==> src/rtl/vga_port_ctrl.sv <==
// vga_port_ctrl: CPU-side register port for the text-mode VGA controller.
// Turns byte-wide host register accesses into VRAM cell writes, keeps the
// cursor position and attribute byte, and runs a clear-screen fill engine
// that writes every cell once, one cell per clock.
//
// Ports:
//   i_clk, i_rst_h      clock, asynchronous active-high reset
//   i_cmd, i_port       register select and write data (captured at accept)
//   i_cs_h, i_rl_wh     command request (rising edge) and direction (1 = write)
//   o_port, o_ready_h   registered read data, idle/accepting indication
//   vram_addr/data/we_h VRAM write port
//   cursor_cur_addr     cursor cell address for the renderer
//   cursor_enable_h     cursor display enable (CONTROL[0])
module vga_port_ctrl #(
  parameter int         RES_X_MAX = 80,
  parameter int         RES_Y_MAX = 25,
  parameter int         ADDR_W    = 12,
  parameter int         VRAM_DW   = 8,
  parameter logic [7:0] ATTR_RST  = 8'h07
) (
  input  logic               i_clk,
  input  logic               i_rst_h,
  input  logic [7:0]         i_cmd,
  input  logic [7:0]         i_port,
  output logic [7:0]         o_port,
  input  logic               i_cs_h,
  input  logic               i_rl_wh,
  output logic               o_ready_h,
  output logic [ADDR_W-1:0]  vram_addr,
  output logic [VRAM_DW-1:0] vram_data,
  output logic               vram_we_h,
  output logic [ADDR_W-1:0]  cursor_cur_addr,
  output logic               cursor_enable_h
);

  localparam int N = RES_X_MAX * RES_Y_MAX;
  localparam logic [ADDR_W-1:0] LAST_CELL = ADDR_W'(N - 1);

  localparam logic [7:0] CMD_STATUS  = 8'd0;
  localparam logic [7:0] CMD_DATA    = 8'd1;
  localparam logic [7:0] CMD_CUR_AL  = 8'd2;
  localparam logic [7:0] CMD_CUR_AH  = 8'd3;
  localparam logic [7:0] CMD_CONTROL = 8'd4;
  localparam logic [7:0] CMD_ATTR    = 8'd5;
  localparam logic [7:0] CMD_FILL    = 8'd6;

  typedef enum logic [2:0] {
    ST_IDLE = 3'd0,
    ST_EXEC = 3'd1,
    ST_WR   = 3'd2,
    ST_FILL = 3'd3,
    ST_DONE = 3'd4
  } state_t;

  // One VRAM word: the char alone for 8-bit VRAM, {attr, char} for 16-bit.
  function automatic logic [VRAM_DW-1:0] make_word(input logic [7:0] attr,
                                                   input logic [7:0] ch);
    return VRAM_DW'({attr, ch});
  endfunction

  state_t              state_q, state_d;
  logic                cs_prev_q, cs_prev_d;
  logic [7:0]          cmd_q, cmd_d;
  logic                rw_q, rw_d;
  logic [7:0]          port_q, port_d;
  logic [7:0]          o_port_q, o_port_d;
  logic                ready_q, ready_d;
  logic [ADDR_W-1:0]   vaddr_q, vaddr_d;
  logic [VRAM_DW-1:0]  vdata_q, vdata_d;
  logic                we_q, we_d;
  logic [ADDR_W-1:0]   cursor_q, cursor_d;
  logic [7:0]          shadow_q, shadow_d;
  logic [7:0]          attr_q, attr_d;
  logic [7:0]          control_q, control_d;
  logic                err_q, err_d;
  logic                fill_busy_q, fill_busy_d;

  logic                accept;
  logic [ADDR_W-1:0]   commit_addr;
  logic [15:0]         cursor_ext;
  logic [7:0]          status_byte;

  // Command accept: idle and a fresh rising edge of chip select.
  assign accept = (state_q == ST_IDLE) && i_cs_h && !cs_prev_q;

  // High byte only contributes the bits that fit the address width.
  assign commit_addr = ADDR_W'({port_q, shadow_q});
  assign cursor_ext  = 16'(cursor_q);

  // Bit 0 reads 1: a STATUS read is only serviced after an idle accept.
  assign status_byte = {4'hA, 1'b0, err_q, fill_busy_q, 1'b1};

  // Next-state and register update logic for the whole port.
  always_comb begin
    state_d     = state_q;
    cs_prev_d   = i_cs_h;
    cmd_d       = cmd_q;
    rw_d        = rw_q;
    port_d      = port_q;
    o_port_d    = o_port_q;
    ready_d     = ready_q;
    vaddr_d     = vaddr_q;
    vdata_d     = vdata_q;
    we_d        = we_q;
    cursor_d    = cursor_q;
    shadow_d    = shadow_q;
    attr_d      = attr_q;
    control_d   = control_q;
    err_d       = err_q;
    fill_busy_d = fill_busy_q;

    case (state_q)
      ST_IDLE: begin
        if (accept) begin
          state_d = ST_EXEC;
          cmd_d   = i_cmd;
          rw_d    = i_rl_wh;
          port_d  = i_port;
          ready_d = 1'b0;
          if (i_rl_wh && (i_cmd == CMD_FILL)) begin
            fill_busy_d = 1'b1;
          end else begin
            fill_busy_d = fill_busy_q;
          end
        end else begin
          state_d = ST_IDLE;
        end
      end

      ST_EXEC: begin
        state_d = ST_IDLE;
        ready_d = 1'b1;
        if (rw_q) begin
          case (cmd_q)
            CMD_STATUS: begin
              // Writes to STATUS are silently dropped.
              err_d = err_q;
            end
            CMD_DATA: begin
              vaddr_d = cursor_q;
              vdata_d = make_word(attr_q, port_q);
              we_d    = 1'b1;
              ready_d = 1'b0;
              state_d = ST_WR;
            end
            CMD_CUR_AL: shadow_d = port_q;
            CMD_CUR_AH: begin
              if (commit_addr > LAST_CELL) begin
                err_d = 1'b1;
              end else begin
                cursor_d = commit_addr;
              end
            end
            CMD_CONTROL: control_d = port_q;
            CMD_ATTR:    attr_d    = port_q;
            CMD_FILL: begin
              vaddr_d = {ADDR_W{1'b0}};
              vdata_d = make_word(attr_q, port_q);
              we_d    = 1'b1;
              ready_d = 1'b0;
              state_d = ST_FILL;
            end
            default: err_d = 1'b1;
          endcase
        end else begin
          case (cmd_q)
            CMD_STATUS: begin
              // Return the pre-clear value, then drop the sticky error.
              o_port_d = status_byte;
              err_d    = 1'b0;
            end
            CMD_DATA:    o_port_d = 8'hFF;
            CMD_CUR_AL:  o_port_d = cursor_ext[7:0];
            CMD_CUR_AH:  o_port_d = cursor_ext[15:8];
            CMD_CONTROL: o_port_d = control_q;
            CMD_ATTR:    o_port_d = attr_q;
            CMD_FILL:    o_port_d = 8'hFF;
            default: begin
              o_port_d = 8'hEE;
              err_d    = 1'b1;
            end
          endcase
        end
      end

      ST_WR: begin
        we_d    = 1'b0;
        state_d = ST_DONE;
        if (control_q[1]) begin
          if (cursor_q == LAST_CELL) begin
            cursor_d = {ADDR_W{1'b0}};
          end else begin
            cursor_d = cursor_q + ADDR_W'(1);
          end
        end else begin
          cursor_d = cursor_q;
        end
      end

      ST_FILL: begin
        if (vaddr_q == LAST_CELL) begin
          we_d        = 1'b0;
          cursor_d    = {ADDR_W{1'b0}};
          fill_busy_d = 1'b0;
          state_d     = ST_DONE;
        end else begin
          vaddr_d = vaddr_q + ADDR_W'(1);
          state_d = ST_FILL;
        end
      end

      ST_DONE: begin
        ready_d = 1'b1;
        state_d = ST_IDLE;
      end

      default: begin
        we_d    = 1'b0;
        ready_d = 1'b1;
        state_d = ST_IDLE;
      end
    endcase
  end

  // State and register flops; reset aborts any write or fill in progress.
  always_ff @(posedge i_clk or posedge i_rst_h) begin
    if (i_rst_h) begin
      state_q     <= ST_IDLE;
      cs_prev_q   <= 1'b0;
      cmd_q       <= 8'h00;
      rw_q        <= 1'b0;
      port_q      <= 8'h00;
      o_port_q    <= 8'h00;
      ready_q     <= 1'b1;
      vaddr_q     <= {ADDR_W{1'b0}};
      vdata_q     <= {VRAM_DW{1'b0}};
      we_q        <= 1'b0;
      cursor_q    <= {ADDR_W{1'b0}};
      shadow_q    <= 8'h00;
      attr_q      <= ATTR_RST;
      control_q   <= 8'h03;
      err_q       <= 1'b0;
      fill_busy_q <= 1'b0;
    end else begin
      state_q     <= state_d;
      cs_prev_q   <= cs_prev_d;
      cmd_q       <= cmd_d;
      rw_q        <= rw_d;
      port_q      <= port_d;
      o_port_q    <= o_port_d;
      ready_q     <= ready_d;
      vaddr_q     <= vaddr_d;
      vdata_q     <= vdata_d;
      we_q        <= we_d;
      cursor_q    <= cursor_d;
      shadow_q    <= shadow_d;
      attr_q      <= attr_d;
      control_q   <= control_d;
      err_q       <= err_d;
      fill_busy_q <= fill_busy_d;
    end
  end

  assign o_port          = o_port_q;
  assign o_ready_h       = ready_q;
  assign vram_addr       = vaddr_q;
  assign vram_data       = vdata_q;
  assign vram_we_h       = we_q;
  assign cursor_cur_addr = cursor_q;
  assign cursor_enable_h = control_q[0];

endmodule

==> config.mk <==
export PLATFORM = sky130hd
export DESIGN_NAME = vga_port_ctrl
export DESIGN_NICKNAME = d
export VERILOG_FILES = /design/src/rtl/vga_port_ctrl.sv
export SDC_FILE = /design/constraint.sdc
export NUM_CORES = 1
export LEC_CHECK = 0
export BUFFER_PORTS_ARGS = -buffer_cell sky130_fd_sc_hd__buf_2
export CAP_MARGIN = 0
export CORE_MARGIN = 2
export CORE_UTILIZATION = 35
export DETAILED_ROUTE_END_ITERATION = 7
export SLEW_MARGIN = 15
export SYNTH_ARGS = -nofsm -noshare
export SYNTH_HDL_FRONTEND = slang
export SYNTH_SLANG_ARGS = --single-unit
export TNS_END_PERCENT = 50
==> constraint.sdc <==
create_clock -name i_clk -period 3 [get_ports i_clk]
set_input_delay 0.3 -clock i_clk [delete_from_list [all_inputs] [get_ports i_clk]]
set_output_delay 0.3 -clock i_clk [all_outputs]
set_load 0.05 [all_outputs]
Word level (Yosys, flattened, before mapping):

Cells that the tools add are included.

* add/sub/neg operators: 2
* magnitude comparators: 1
* eq/ne operators: 26
* mux-type cells: 32
* bitwise gates (word level): 3
* reduce and logical (&&, ||, !) cells: 26

Operators by type and width (number)
* $mux 12: 8
* $pmux 12 s2: 2
* $pmux 8 s6: 1
* $pmux 12 s3: 1
* $eq 8x3->1 const B: 4
* $add 12x1->12 const B: 2
* $eq 12x11->1 const B: 2
* $ne 2x2->1 const B: 9
* $eq 8x2->1 const B: 2
* $reduce_and 4->1: 4
* $gt 12x11->1 const B: 1
* $pmux 3 s4: 1
* $reduce_and 3->1: 4
* $reduce_or 6->1: 2
* $mux 1: 11
* $eq 8x1->1 const B: 1
* $logic_not 8->1: 1
* $eq 3x2->1 const B: 2
* $ne 3x3->1 const B: 2
* $pmux 1 s2: 3
* $pmux 1 s3: 2
* $reduce_and 2->1: 3
* $reduce_and 6->1: 1
* $reduce_or 2->1: 3
* 12 further kinds: 18

* flip-flop bits (word level): 89
* bits of input ports: 20
* output and inout bits: 43
* word-level logic and storage cells: 106

Longest topological paths before layout:

Gate-level depths: netlist of the first run.

* depth after elaboration: 5
* mapped depth: 8
* depth with buffers taken out: 7

Least setup slack after synthesis of the first run:

OpenSTA, ideal clock, no wires.

* path type: register to register
* start point: register vaddr_q[0], in the netlist vram_addr[0]
* end point: register cursor_q[2], in the netlist cursor_cur_addr[2]
* library setup time: 0.126 ns
* arrival time: 2.273 ns
* data required time: 2.874 ns
* path slack: 0.601 ns
* stages on the path, launching flop included: 7
* clock period less this slack: 2.399 ns
* cells stage by stage: dfrtp_1 -> ha_1 -> and4b_1 -> a41oi_2 -> or2_2 -> buf_2 -> a221o_1

* longest elaborated chain between the ends: 3

Ends and longest elaborated chain
* start: declaration: RTL line 68 `logic [ADDR_W-1:0] vaddr_q, vaddr_d;`
* start signal: assignment: RTL line 235 `vaddr_q <= {ADDR_W{1'b0}};`
* start signal: assignment: RTL line 252 `vaddr_q <= vaddr_d;`
* $eq 12x11->1: RTL line 201 `if (vaddr_q == LAST_CELL) begin`
* $ne 2x2->1 (no line)
* $reduce_and 6->1 (no line)
* end signal: assignment: RTL line 238 `cursor_q <= {ADDR_W{1'b0}};`
* end signal: assignment: RTL line 255 `cursor_q <= cursor_d;`
* end: declaration: RTL line 71 `logic [ADDR_W-1:0] cursor_q, cursor_d;`

Every way passes these cells.
A chain may end at the register's enable or synchronous reset.

Final worst setup path of the first run:

* start point: register state_q[1]
* end point: register cursor_q[0], in the netlist cursor_cur_addr[0]

* longest elaborated chain between the ends: 3
* elaborated cells on any way between the ends: 11
* those cells by class: eq/ne: 8; mux: 1; reduce/logical: 2

Ends and longest elaborated chain
* start: declaration: RTL line 61 `state_t state_q, state_d;`
* start signal: assignment: RTL line 245 `state_q <= state_d;`
* $eq 3x1->1 / $eq 3x2->1 (equally long branches): RTL line 112 `case (state_q)`
* $ne 2x2->1 (no line) / $reduce_bool 3->1 (equally long branches)
* $reduce_and 6->1 (no line)

Several ways; a longest one is shown, not always the timed one.

==> results of run 1 <==
[metrics by stage]
step                      total power, uW  utilization [%]  hold slack (ns)  instances  worst slack, ns
after floorplan                      1799                -           0.3314        446           0.4030
after CTS                            3159            42.51          0.07379        682           0.6642
after global placement               1954            40.04           0.4261        666           0.7147
after global routing                 3277            42.51          0.07359        682           0.5189
after detailed placement             1968            40.04           0.4316        666           0.6946
final                                3123            42.51          0.04616        682           0.6332
[state kept, by name, indices dropped and copies added (netlist names), 3 cells and up]
name             cells
control_q            8
cmd_q                8
vram_data            8
state_q              3
attr_q               8
cursor_cur_addr     12
o_port               8
vram_addr           12
shadow_q             8
port_q               8
[synthesized netlist by cell type (all sizes together) (2+ instances only)]
| library cell | count | share of area, % |
|---|---|---|
| a21oi | 35 | 3.8 |
| a221oi | 3 | 0.57 |
| a22o | 4 | 0.76 |
| a22oi | 5 | 0.82 |
| a311oi | 3 | 0.57 |
| a31oi | 10 | 1.4 |
| a32oi | 2 | 0.38 |
| and3 | 3 | 0.43 |
| and3b | 2 | 0.38 |
| and4 | 4 | 0.76 |
| buf | 7 | 0.84 |
| clkbuf | 18 | 2.1 |
| dfrtp | 83 | 45 |
| dfstp | 6 | 3.4 |
| ha | 2 | 0.54 |
| inv | 18 | 1.5 |
| mux2 | 52 | 13 |
| mux2i | 4 | 0.87 |
| nand2 | 33 | 2.7 |
| nand2b | 8 | 1.1 |
| nand3 | 11 | 1.2 |
| nand4 | 5 | 0.68 |
| nor2 | 34 | 2.8 |
| nor2b | 5 | 0.68 |
| nor3 | 15 | 1.6 |
| nor3b | 2 | 0.43 |
| nor4 | 5 | 0.82 |
| o21a | 2 | 0.33 |
| o21ai | 23 | 2.5 |
| o22ai | 7 | 0.95 |
| o31ai | 8 | 1.6 |
| or3 | 2 | 0.38 |
| or4 | 3 | 0.49 |
[worst reg2reg max path, stage by stage, from the launching register on]
cell	delay (ns)
sky130_fd_sc_hd__dfrtp_1	0.65
sky130_fd_sc_hd__nand3b_1	0.31
sky130_fd_sc_hd__a41oi_2	0.55
sky130_fd_sc_hd__or2_2	0.37
sky130_fd_sc_hd__mux2_2	0.37
[how the worst min path moves through the flow]
stage | to | slack, ns | depth (start not counted)
2_1_floorplan | cs_prev_q | 0.33 | 0
3_3_place_gp | cs_prev_q | 0.43 | 1
3_5_place_dp | cs_prev_q | 0.43 | 1
4_1_cts | port_q[7] | 0.07 | 3
5_1_grt | cs_prev_q | 0.07 | 1
6_report | shadow_q[0] | 0.05 | 3
[layout make-up]
class,instances,area [um^2]
Timing Repair Buffer,73,405.4
Clock inverter,5,81.33
Clock buffer,11,232.7
Sequential cell,89,2235
Inverter,18,68.82
Multi-Input combinational cell,314,2170
Fill cell,1290,7315
Tap cell,172,215.2
[routing by layer]
layer / GRT usage, % / routed length, um / up-vias
li1: - / - / 1782
met1: 24.50 / 5424 / 1869
met2: 27.84 / 5645 / 139
met3: 4.006 / 802 / 16
met4: 7.515 / 223 / 0
met5: 0 / 0 / -
[power breakdown]
part / switching, uW / total, uW / internal [uW]
combinational: 337 / 518 / 181
sequential: 124 / 1420 / 1300
clock: 451 / 1180 / 730
total: 912 / 3120 / 2210
[logic make-up (layout without fill, tap and decap cells)]
family                   after synthesis  in the layout  share of synthesized area (%)
AND/OR/NAND/NOR                      139            139                          15.96
multiplexers                          56             56                          13.59
adder cells (fa/ha/maj)                2              2                         0.5435
flip-flops                            89             89                          48.55
AO/OA/AOI/OAI                        117            117                          16.91
buffers and inverters                 43            107                          4.458
==> metrics.yaml, run 1 <==
status:
  run_status: "finished clean"
critical_path:
  crit_end_category: "flip-flop"
  setup.worst_path.start: "state_q[1]"
  worst_path_dominant_cell_family: "simple AND/OR/NAND/NOR gates"
  cp_cell_sequence: "nand3b_1 > a41oi_2 > or2_2 > mux2_2"
  crit_required_ns: 3.22
  path_depth: 4
  crit_path_start_kind: "flip-flop"
  worst_ep_arrival_time_ns: 2.59
  critical_path.slowest_cell: "sky130_fd_sc_hd__dfrtp_1"
  r2r-start: "state_q[1]"
  critical_path.reg2reg.endpoint: "cursor_cur_addr[0]"
  setup.worst_path.class: "flip-flop to flip-flop"
  worst_path_largest_cell_delay_ns: 0.65
  critical_path.max_fanout: 15
  critical_path_buf_inv_count: 0
  cp-endpoint: "cursor_cur_addr[0]"
  r2r_cells: 4
  r2r_setup_slack_ns: 0.63
final_layout:
  leading_cell_type_in_the_layout_fill_and_taps_excluded: "sky130_fd_sc_hd__dfrtp_1"
  leading_cell_types_in_the_layout_fill_and_taps_excluded: "sky130_fd_sc_hd__dfrtp_1, sky130_fd_sc_hd__buf_2, sky130_fd_sc_hd__mux2_2, sky130_fd_sc_hd__a21oi_1"
  antenna_diode_instance_count: 0
  finish.net_count: 527
  layout_area_overhead_pct: 17.48
  post_route_cells_drive_above_1_share_pct: 31.37
  post-route-cell-area_um2: 5408
detailed_routing:
  drt_iter0_markers: 309
  wirelength_um: 12100
  remaining_drc_errors: 0
  vias: 3806
  routed_wire_length_per_instance_um: 17.74
  postRouteAntennaNets: 0
  avgViaCountPerCell: 5.581
  drt_pass1_iterations: 5
die:
  floorplan.die.width_um: 118.7
  die_height_um: 118.7
  die_area_um2: 14080
  initial_core_util_pct: 36.18
  placement_rows: 41
  floorplan.core_area_um2: 12720
  io_pins: 63
grt:
  grt_antenna_before_repair: 0
  grt_first_pass_wirelength_um: 20010
  grt_max_degree: 90
  first_global_vias: 3777
  globalRoute.totalOverflow: 0
  grtUsageTotal_pct: 18.07
placement:
  placed_area_um2: 5094
  globalplace.congestion: 0.9051
  total_half_perimeter_wirelength_after_legalization_and_detailed_placement_um: 8633
  port_buffers: 62
power:
  leakagePower_uw: 0.002356
  p_per_cell_area_nw_per_um2: 577.5
  peakVddDrop_mv: 0.2391
synthesis:
  syn_avg_cell_area_um2: 10.32
  synth-edff-count: 0
  synth_warnings: 0
  async_reset_ff_share_pct: 100.0
  synthesis.instances: 446
  synth.lib_cells_used.distinct: 67
  syn-cell-area_um2: 4603
  dominant_synthesized_flop_cell: "sky130_fd_sc_hd__dfrtp_1"
  synth_seq_cells: 89
  synthesis.nets: 468
  yosysSeqAreaShare_pct: 48.55
timing:
  worst_slew_pin_slew_ns: 0.6389
  totalNegativeSetupSlack_ns: 0
  rsz0062_at_grt: "no"
  final_hold_viol_count: 0
  setup_violations: 0
  final_min_period_over_clock_period_pct: 78.89
  achievable_freq_mhz: 422.5
  headroom_to_the_max_slew_limit_pct: 57.22
  drv_slew: 0
  min_period_ns: 2.367
  final.setup_skew_ns: 0.008869
cts:
  cts_root_buffer: "sky130_fd_sc_hd__clkbuf_16"
  cts_sinks: 89
  clkLatencyLatePin_ns: 0.35
  clkSlewWorstSetupHoldPaths_ns: 0.06
  total_number_of_h_tree_levels: 3
  post_cts_resize_count: 0
  post-cts-setup-buffer-count: 0
  holdBufCountCts: 0
  cts_made_buffers: 9
  cts_tree: "built"
  buffers_from_clock_root_to_sink_at_most: 2
job:
  drv_cap: 0
hold_path:
  min_path_type: "input pin to async pin"
(Power assumes the default switching activity.)
==> run 2, diff against run 1 <==
- clock period: 3 -> 2.1 ns (I/O delays scaled with it)
==> run 2 against run 1 <==
Effect of this change: the run now ends with hold timing left; clock power increased by 42%; highest routed layer unchanged; clock-buffer cell count decreased by 1; utilization rose by 2.9 points; combinational power is 69% higher; global-route usage increased by 1.2 points; design area up 6.7%; critical path depth grew 1; flip-flop and latch count unchanged; total power rose by 45%.
==> metrics.yaml, run 2 (same netlist as run 1, synthesis figures left out) <==
final_layout:
  layout_area_overhead_pct: 25.36  # was 17.48%
  post_route_cells_drive_above_1_share_pct: 37.07  # was 31.37%
  antenna_diode_instance_count: 0  # unchanged
  finish.net_count: 570  # was 527
  leading_cell_types_in_the_layout_fill_and_taps_excluded: "sky130_fd_sc_hd__dfrtp_1, sky130_fd_sc_hd__buf_2, sky130_fd_sc_hd__mux2_2, sky130_fd_sc_hd__buf_4, sky130_fd_sc_hd__a21oi_1"  # was sky130_fd_sc_hd__dfrtp_1, sky130_fd_sc_hd__buf_2, sky130_fd_sc_hd__mux2_2, sky130_fd_sc_hd__a21oi_1
  leading_cell_type_in_the_layout_fill_and_taps_excluded: "sky130_fd_sc_hd__dfrtp_1"  # unchanged
  final_util_pct: 45.36  # was 42.51%
cts:
  buffers_from_clock_root_to_sink_at_most: 2  # unchanged
  clkLatencyLatePin_ns: 0.35  # about the same
  total_number_of_h_tree_levels: 3  # unchanged
  cts_sinks: 89  # unchanged
  cts_tree: "built"  # unchanged
  clkSlewWorstSetupHoldPaths_ns: 0.07  # was 0.06 ns
  cts_made_buffers: 9  # unchanged
  cts_root_buffer: "sky130_fd_sc_hd__clkbuf_16"  # unchanged
critical_path:
  cp_cell_sequence: "o21a_1 > a211oi_1 > a31oi_1 > or2_2 > a221o_1"  # was nand3b_1 > a41oi_2 > or2_2 > mux2_2
  worst_path_dominant_cell_family: "compound AO/OA/AOI/OAI gates"  # was simple AND/OR/NAND/NOR gates
  critical_path.slowest_cell: "sky130_fd_sc_hd__dfrtp_1"  # unchanged
  r2r-start: "shadow_q[4]"  # was state_q[1]
  r2r_setup_slack_ns: 0.05  # was 0.63 ns
  critical_path.reg2reg.endpoint: "cursor_cur_addr[2]"  # was cursor_cur_addr[0]
  crit_required_ns: 2.34  # was 3.22 ns
  setup.worst_path.class: "flip-flop to flip-flop"  # unchanged
  worst_path_largest_cell_delay_ns: 0.40  # was 0.65 ns
  crit_end_category: "flip-flop"  # unchanged
  worst_ep_arrival_time_ns: 2.29  # was 2.59 ns
  critical_path_buf_inv_count: 0  # unchanged
  r2r_cells: 5  # was 4
  crit_path_start_kind: "flip-flop"  # unchanged
  critical_path.max_fanout: 8  # was 15
grt:
  globalRoute.totalOverflow: 0  # unchanged
  grt_busiest_layer: "met2"  # unchanged
  grtUsageTotal_pct: 19.29  # was 18.07%
  grt_antenna_before_repair: 0  # unchanged
  use_met2_pct: 29.96  # was 27.84%
  groute.layer.met3.usage_pct: 4.006  # unchanged
  grt_first_pass_wirelength_um: 21090  # was 20010 um
  met1_usage_pct: 26.27  # was 24.50%
  grt_max_degree: 90  # unchanged
  first_global_vias: 3900  # was 3777
timing:
  worst_hold_slack_ns: -0.04929  # was 0.04616 ns
  totalNegativeSetupSlack_ns: 0  # unchanged
  drv_slew: 0  # unchanged
  final_min_period_over_clock_period_pct: 97.70  # was 78.89%
  min_period_ns: 2.052  # was 2.367 ns
  achievable_freq_mhz: 487.4  # was 422.5 MHz
  final_hold_viol_count: 20  # was 0
  final.setup_skew_ns: 0.008005  # was 0.008869 ns
  setup_violations: 0  # unchanged
  headroom_to_the_max_slew_limit_pct: 67.53  # was 57.22%
  worst_slew_pin_slew_ns: 0.4870  # was 0.6389 ns
detailed_routing:
  wirelength_um: 13130  # was 12100 um
  drt_pass1_iterations: 5  # unchanged
  remaining_drc_errors: 0  # unchanged
  routed_wire_length_per_instance_um: 18.11  # was 17.74 um
  postRouteAntennaNets: 0  # unchanged
  drt_iter0_markers: 285  # was 309
  avgViaCountPerCell: 5.505  # was 5.581
  vias: 3991  # was 3806
die:
  floorplan.die.width_um: 118.7  # unchanged
  floorplan.core_area_um2: 12720  # unchanged
  placement_rows: 41  # unchanged
  die_height_um: 118.7  # unchanged
  io_pins: 63  # unchanged
  die_area_um2: 14080  # unchanged
  initial_core_util_pct: 36.18  # unchanged
job:
  drv_cap: 0  # unchanged
placement:
  port_buffers: 62  # unchanged
  total_half_perimeter_wirelength_after_legalization_and_detailed_placement_um: 9470  # was 8633 um
  globalplace.congestion: 0.9180  # was 0.9051
power:
  p_per_cell_area_nw_per_um2: 784.4  # was 577.5 nW/um^2
  post-layout-total-power_uw: 4527  # was 3123 uW
  peakVddDrop_mv: 0.5487  # was 0.2391 mV
  leakagePower_uw: 0.002582  # was 0.002356 uW
status:
  violations_in_the_final_reports: "hold timing"
  run_status: "finished with violations"  # was finished clean
hold_path:
  min_path_type: "input pin to async pin"  # unchanged
-- run 2: timing repair --
action / in CTS / in global routing
hold buffers: 1 / 0
endpoints found under the hold margin: 1 / 0
endpoints found under the setup margin: 0 / 14
resized for setup: 0 / 2
buffers inserted: 0 / 3
-- run 2: worst max-delay path by stage --
stage	from	end	slack, ns	depth (start not counted)
floorplan	vram_addr[0]	cursor_cur_addr[2]	-0.30	6
global route	cmd_q[6]	cursor_cur_addr[11]	-0.001	7
CTS	cmd_q[6]	shadow_q[1]	0.05	4
detailed placement	cmd_q[6]	shadow_q[1]	0.07	4
global placement	cmd_q[6]	cursor_cur_addr[2]	0.08	6
finish	shadow_q[4]	cursor_cur_addr[2]	0.05	5
-- run 2: layout make-up --
| class | instances | area [um^2] |
|---|---|---|
| Clock buffer | 10 | 229.0 |
| Clock inverter | 6 | 73.82 |
| Fill cell | 1270 | 6952 |
| Inverter | 18 | 71.32 |
| Multi-Input combinational cell | 314 | 2178 |
| Sequential cell | 89 | 2235 |
| Tap cell | 172 | 215.2 |
| Timing Repair Buffer | 116 | 768.2 |
-- run 2: worst reg2reg max path, cell delays in order, from the launching register on --
cell and delay (ns):
sky130_fd_sc_hd__dfrtp_1 0.40, sky130_fd_sc_hd__o21a_1 0.19, sky130_fd_sc_hd__a211oi_1 0.38, sky130_fd_sc_hd__a31oi_1 0.18, sky130_fd_sc_hd__or2_2 0.40, sky130_fd_sc_hd__a221o_1 0.38
-- run 2: metal layers --
layer | wire length [um] | vias up
met5 | 0 | -
met4 | 258 | 0
met3 | 827 | 19
met2 | 6111 | 147
met1 | 5931 | 1967
li1 | - | 1858
-- run 2: metrics by stage --
stage	std cells	cell area, um^2	setup WS (ns)	hold WS (ns)
6_report	725	5771	0.04827	-0.04929
5_1_grt	725	5771	-0.001209	0.01917
4_1_cts	722	5727	0.04877	0.007876
3_5_place_dp	705	5414	0.06789	0.3418
3_3_place_gp	705	5414	0.07945	0.3397
2_1_floorplan	446	4607	-0.2988	0.2414
-- run 2: where the power goes --
part	switching [uW]	internal, uW
clock network	723	942
logic	558	320
registers	124	1860
